--- src/rtl/microwave_pkg.sv ---
// rtl/microwave_pkg.sv - shared state type and BCD constants for magnetron_timer
package microwave_pkg;

    typedef enum logic [1:0] {
        IDLE = 2'd0,
        SET  = 2'd1,
        RUN  = 2'd2,
        DONE = 2'd3
    } state_e;

    localparam int BCD_W        = 4;
    localparam int SEC_TENS_MAX = 5;
    localparam int DIGIT_MAX    = 9;
    localparam int BEEP_TICKS   = 3;

    function automatic logic is_bcd(input logic [BCD_W-1:0] d);
        return d <= BCD_W'(DIGIT_MAX);
    endfunction

endpackage

--- src/rtl/bcd_down_digit.sv ---
// rtl/bcd_down_digit.sv - one BCD digit register with load, decrement-with-wrap and borrow out
module bcd_down_digit
    import microwave_pkg::*;
(
    input  logic             clk,
    input  logic             rstn,
    input  logic             clr,
    input  logic             load_en,
    input  logic [BCD_W-1:0] load_val,
    input  logic             dec_en,
    input  logic [BCD_W-1:0] wrap_val,
    output logic [BCD_W-1:0] digit,
    output logic             borrow_out
);

    logic [BCD_W-1:0] digit_q;
    logic [BCD_W-1:0] digit_d;

    always_comb begin
        digit_d = digit_q;
        if (clr) begin
            digit_d = '0;
        end else if (load_en) begin
            digit_d = load_val;
        end else if (dec_en) begin
            digit_d = (digit_q == '0) ? wrap_val : digit_q - 1'b1;
        end
    end

    always_ff @(posedge clk or negedge rstn) begin
        if (!rstn) begin
            digit_q <= '0;
        end else begin
            digit_q <= digit_d;
        end
    end

    // Borrow ripples to the next more significant digit in the same cycle.
    assign borrow_out = dec_en && (digit_q == '0);
    assign digit      = digit_q;

endmodule

--- src/rtl/magnetron_timer.sv ---
// rtl/magnetron_timer.sv - BCD MM:SS countdown for the magnetron; beep output when MAGNETRON_TIMER_BEEP_EN is defined
module magnetron_timer
    import microwave_pkg::*;
#(
    parameter int TICK_DIV  = 100,
    parameter bit DONE_HOLD = 1'b1
) (
    input  logic             clk,
    input  logic             rstn,
    input  logic             clearn,
    input  logic             key_valid,
    input  logic [BCD_W-1:0] key_digit,
    input  logic             magnetron_on,
    output logic [BCD_W-1:0] min_tens,
    output logic [BCD_W-1:0] min_units,
    output logic [BCD_W-1:0] sec_tens,
    output logic [BCD_W-1:0] sec_units,
    output logic             zero,
    output logic             timer_done
`ifdef MAGNETRON_TIMER_BEEP_EN
    ,
    output logic             beep
`endif
);

    localparam int            PW        = $clog2(TICK_DIV);
    localparam logic [PW-1:0] PRESC_MAX = PW'(TICK_DIV - 1);

    state_e        state_q, state_d;
    logic [PW-1:0] presc_q, presc_d;
    logic          done_q, done_d;
`ifdef MAGNETRON_TIMER_BEEP_EN
    logic          beep_q, beep_d;
    logic [1:0]    beep_cnt_q, beep_cnt_d;
`endif

    logic key_ok;
    logic presc_term;
    logic run_tick;
    logic last_second;
    logic shift_zero;
    logic done_event;
    logic b_su, b_st, b_mu, b_mt;

    assign key_ok      = clearn && key_valid && is_bcd(key_digit) && (state_q != RUN);
    assign presc_term  = (presc_q == PRESC_MAX);
    assign run_tick    = clearn && (state_q == RUN) && presc_term;
    assign last_second = ({min_tens, min_units, sec_tens} == '0) && (sec_units == BCD_W'(1));
    assign shift_zero  = ({min_units, sec_tens, sec_units, key_digit} == '0);
    // A borrow out of the top digit cannot occur from a nonzero time; treat it as done anyway.
    assign done_event  = run_tick && (last_second || b_mt);

    bcd_down_digit u_sec_units (
        .clk        (clk),
        .rstn       (rstn),
        .clr        (~clearn),
        .load_en    (key_ok),
        .load_val   (key_digit),
        .dec_en     (run_tick),
        .wrap_val   (BCD_W'(DIGIT_MAX)),
        .digit      (sec_units),
        .borrow_out (b_su)
    );

    bcd_down_digit u_sec_tens (
        .clk        (clk),
        .rstn       (rstn),
        .clr        (~clearn),
        .load_en    (key_ok),
        .load_val   (sec_units),
        .dec_en     (b_su),
        .wrap_val   (BCD_W'(SEC_TENS_MAX)),
        .digit      (sec_tens),
        .borrow_out (b_st)
    );

    bcd_down_digit u_min_units (
        .clk        (clk),
        .rstn       (rstn),
        .clr        (~clearn),
        .load_en    (key_ok),
        .load_val   (sec_tens),
        .dec_en     (b_st),
        .wrap_val   (BCD_W'(DIGIT_MAX)),
        .digit      (min_units),
        .borrow_out (b_mu)
    );

    bcd_down_digit u_min_tens (
        .clk        (clk),
        .rstn       (rstn),
        .clr        (~clearn),
        .load_en    (key_ok),
        .load_val   (min_units),
        .dec_en     (b_mu),
        .wrap_val   (BCD_W'(DIGIT_MAX)),
        .digit      (min_tens),
        .borrow_out (b_mt)
    );

    always_comb begin
        state_d = state_q;
        presc_d = presc_q;
        done_d  = DONE_HOLD ? done_q : 1'b0;
        if (!clearn) begin
            state_d = IDLE;
            presc_d = '0;
            done_d  = 1'b0;
        end else begin
            case (state_q)
                IDLE, SET, DONE: begin
                    if (key_ok) begin
                        state_d = shift_zero ? IDLE : SET;
                        done_d  = 1'b0;
                        if (state_q == DONE) begin
                            presc_d = '0;
                        end
                    end else if ((state_q == SET) && magnetron_on && !zero) begin
                        state_d = RUN;
`ifdef MAGNETRON_TIMER_BEEP_EN
                    end else if (state_q == DONE) begin
                        presc_d = presc_term ? '0 : presc_q + 1'b1;
`endif
                    end
                end
                RUN: begin
                    // Pausing keeps the prescaler phase so a resume completes the partial second.
                    presc_d = presc_term ? '0 : presc_q + 1'b1;
                    if (done_event) begin
                        state_d = DONE;
                        done_d  = 1'b1;
                    end else if (!magnetron_on) begin
                        state_d = SET;
                    end
                end
                default: state_d = IDLE;
            endcase
        end
    end

`ifdef MAGNETRON_TIMER_BEEP_EN
    always_comb begin
        beep_d     = beep_q;
        beep_cnt_d = beep_cnt_q;
        if (!clearn || key_ok) begin
            beep_d     = 1'b0;
            beep_cnt_d = '0;
        end else if (done_event) begin
            beep_d     = 1'b1;
            beep_cnt_d = '0;
        end else if ((state_q == DONE) && presc_term && beep_q) begin
            beep_cnt_d = beep_cnt_q + 1'b1;
            if (beep_cnt_q == 2'(BEEP_TICKS - 1)) begin
                beep_d = 1'b0;
            end
        end
    end
`endif

    always_ff @(posedge clk or negedge rstn) begin
        if (!rstn) begin
            state_q    <= IDLE;
            presc_q    <= '0;
            done_q     <= 1'b0;
`ifdef MAGNETRON_TIMER_BEEP_EN
            beep_q     <= 1'b0;
            beep_cnt_q <= '0;
`endif
        end else begin
            state_q    <= state_d;
            presc_q    <= presc_d;
            done_q     <= done_d;
`ifdef MAGNETRON_TIMER_BEEP_EN
            beep_q     <= beep_d;
            beep_cnt_q <= beep_cnt_d;
`endif
        end
    end

    assign zero       = ({min_tens, min_units, sec_tens, sec_units} == '0);
    assign timer_done = done_q;
`ifdef MAGNETRON_TIMER_BEEP_EN
    assign beep       = beep_q;
`endif

endmodule

--- config.mk ---
export PLATFORM = sky130hd
export DESIGN_NAME = magnetron_timer
export DESIGN_NICKNAME = d
export VERILOG_FILES = /design/src/rtl/microwave_pkg.sv /design/src/rtl/bcd_down_digit.sv /design/src/rtl/magnetron_timer.sv
export SDC_FILE = /design/constraint.sdc
export NUM_CORES = 1
export LEC_CHECK = 0
export BUFFER_PORTS_ARGS = -buffer_cell sky130_fd_sc_hd__clkbuf_2
export CAP_MARGIN = 10
export CORE_MARGIN = 2
export CORE_UTILIZATION = 25
export DETAILED_ROUTE_END_ITERATION = 7
export GPL_TIMING_DRIVEN = 0
export PLACE_DENSITY_LB_ADDON = 0.12
export SKIP_LAST_GASP = 1
export SYNTH_ARGS = -nofsm -noshare
export SYNTH_HDL_FRONTEND = slang
export SYNTH_SLANG_ARGS = --single-unit
--- constraint.sdc ---
create_clock -name clk -period 2.6 [get_ports clk]
set_clock_uncertainty 0.2 [all_clocks]
set_input_delay 0.52 -clock clk [delete_from_list [all_inputs] [get_ports clk]]
set_output_delay 0.52 -clock clk [all_outputs]
set_load 0.1 [all_outputs]
==> impl_metrics.tcl <==
set metrics [dict create \
    numCtsBuffers 3 \
    vias 1544 \
    synthTopCellsByArea "dfrtp_1, nor2_1, o21ai_0" \
    p_per_area_nw_per_um2 551 \
    final_util_pct 32.5 \
    h-tree-depth 1 \
    fmax_ghz 0.376 \
    crit_fanout 2 \
    yosysUniqueCellTypes 49 \
    fill_cells 675 \
    comb_power_share_pct 38.4 \
    leakage_nw 0.835 \
    die_area_um2 7360 \
    rsz0062_at_grt "yes" \
    rows 29 \
    maxCapViolations 0 \
    hold_viol_final 0 \
    synth_flop_cell "dfrtp_1" \
    layout_common_cells "nor2_1, clkbuf_2, nand2_1, o21ai_0" \
    netSwitchingFraction_pct 39.9 \
    drtAntennaViolNets 0 \
    avgRoutedWirePerCell_um 15.7 \
    clk-insertion-delay-late_ns 0.28 \
    async_flop_share_pct 100 \
    p_int_w 0.000692 \
    critPathKind "reg -> out" \
    synth.avg_cell_area_um2 8.95 \
    gp_congestion 0.776 \
    timing.final.crit_period_ns 2.66 \
    drt-vias-per-instance 5.11 \
    grt_antenna_before_repair 0 \
    io_pins 27 \
    setup_viol 2 \
    grt_max_degree 27 \
    relSlewSlack_pct 51.2 \
    crit_path_cell_trace "or4_4, nor4_4, buf_8" \
    multi_input_area_um2 963 \
    violations "DRC, setup timing" \
    tightest_slew_ns 0.731 \
    start_util_pct 26.0 \
    cpPeakStageDelay_ns 0.55 \
    firstDrtPassIters 8 \
    cts.path.max_buffers 2 \
    portBuffers 25 \
    clkTransAtPathRegs_ns 0.10 \
    period_share_pct 102 \
    status "complete, but fails checks" \
    cts_tree "done" \
    antenna_cells 0 \
    core-area_um2 6420 \
    overflow 0 \
    first_iter_violations 115 \
    yosysSeqAreaShare_pct 38.9 \
    min_path_type "in -> async" \
    syn-cell-area_um2 1670 \
    synthCells 187 \
    grtUsageTotal_pct 13.6 \
    die_w_um 85.8 \
    drv_slew 0 \
    grt_pass1_vias 1494 \
    worst_ep_required_time_ns 1.88 \
    drive_above_1_share_pct 33.8 \
    ys_ff_latch 26 \
    wl_mm 4.75 \
    power_switching_w 0.000459 \
    dpl.hpwl_mm 3.37 \
    grt_pass1_wl_mm 7.94 \
    start_kind "register" \
    drcViolationCount 2 \
    seqPwrFrac_pct 39.6 \
    seq_area_um2 686 \
    synth_nets 197 \
    worst_slack_ns -0.0608 \
    cts_root_buffer "clkbuf_8" \
    yosysTopAreaCell "dfrtp_1" \
    clock_power_share_pct 22.0 \
    synth_edf_count 0 \
    die_h_um 85.8 \
    cts.sinks 26 \
    endpoint_kind "primary output" \
    crit_path_top_delay_cell "or4_4" \
    final_nets 236 \
    area.growth.synth_to_final_pct 24.9 \
    critPathArrivalTime_ns 1.94 \
    synth_warnings 0 \
    ir_drop_mv 0.194 \
    layout_commonest_cell "nor2_1" \
    synth_top_area_share_pct 38.9 \
    finalPower_w 0.00115 \
]
==> per-stage QoR <==
stage / cell area (um^2) / instances / hold WS, ns / TNS, ns / setup WS [ns]
after floorplan: 1740 / 187 / 0.0244 / -1.64 / -0.647
after global placement: 1960 / 289 / 0.302 / -0.0917 / -0.0917
after detailed placement: 1960 / 289 / 0.306 / -0.0828 / -0.0828
after CTS: 2050 / 298 / 0.117 / -0.131 / -0.103
after global routing: 2090 / 302 / 0.137 / -0.178 / -0.103
final: 2090 / 302 / 0.0817 / -0.0831 / -0.0608
==> cells in the mapped netlist, types with 3 or more instances <==
cell and count:
or3_1 4, a21oi_1 10, or4_1 5, xnor2_1 5, nand4_1 3, dfrtp_1 26, nand3_1 7, nand2_1 21
clkbuf_1 3, o21ai_0 18, nor3_1 4, a211oi_1 7, nor4_1 3, xor2_1 3, nor2_1 25
==> cell type report <==
class	count	share of cell area (%)
buffer	9	4.25
tap	77	4.61
inverter	2	0.359
sequential	26	32.8
multi-input combinational	150	46.1
clock buffer	4	2.16
timing repair buffer	34	9.70
==> kinds of logic after synthesis <==
logic type,Yosys count,share of synthesized area [%]
simple gates,90,29.9
buf+inv,11,5.76
fa+ha+maj,1,0.748
xor+xnor,8,4.19
flops,26,38.9
compound gates,49,19.0
mux,2,1.50
==> critical path, delay by kind of cell, from the launching register on <==
| family | cells | cell delay (ns) |
|---|---|---|
| buf+inv | 1 | 0.25 |
| flops | 1 | 0.49 |
| simple gates | 2 | 0.92 |
==> power groups by stage <==
| stage | logic [W] | registers (W) | clock network (W) |
|---|---|---|---|
| final | 0.000441 | 0.000456 | 0.000253 |
| after global routing | 0.000470 | 0.000461 | 0.000279 |
| after CTS | 0.000429 | 0.000458 | 0.000265 |
| after detailed placement | 0.000399 | 0.000469 | 0 |
| after global placement | 0.000400 | 0.000469 | 0 |
| after floorplan | 0.000223 | 0.000561 | 0 |
==> routing by layer <==
| metal | global-route usage (%) | vias to the layer above | part of all wire (%) |
|---|---|---|---|
| met5 | 0 | - | 0 |
| met4 | 3.46 | 0 | 0.74 |
| met3 | 1.54 | 4 | 4.4 |
| met2 | 20.3 | 37 | 44 |
| met1 | 20.8 | 740 | 51 |
| li1 | - | 763 | - |
==> registers in the layout (all words and copies together) (netlist names) <==
name               count
u_min_units.digit      4
u_sec_tens.digit       4
state_q                2
u_sec_units.digit      4
u_min_tens.digit       4
presc_q                7
timer_done             1
==> path summary, 6_finish.rpt <==
kind | from | end | slack [ns] | cells after the start
setup / recovery | u_sec_tens.digit[0]$_DFFE_PN0P_ | zero | -0.06 | 3
hold / removal | rstn | u_sec_units.digit[0]$_DFFE_PN0P_ | 0.08 | 1
setup reg to reg | u_sec_tens.digit[0]$_DFFE_PN0P_ | state_q[0]$_DFFE_PN0P_ | -0.02 | 6
hold reg to reg | timer_done$_DFFE_PN0P_ | timer_done$_DFFE_PN0P_ | 0.33 | 2
max in group asynchronous | rstn | u_min_tens.digit[1]$_DFFE_PN0P_ | 1.57 | 1
min in group clk | timer_done$_DFFE_PN0P_ | timer_done$_DFFE_PN0P_ | 0.33 | 2
==> repair_timing <==
action                     CTS  global route
setup buffers                5             4
gates resized for setup      2             2
pin swaps                    4             2
gates cloned                 0             0
setup endpoints to repair    1             3
hold buffers                 0             0
Note: power is estimated with default switching activity, not from simulation.
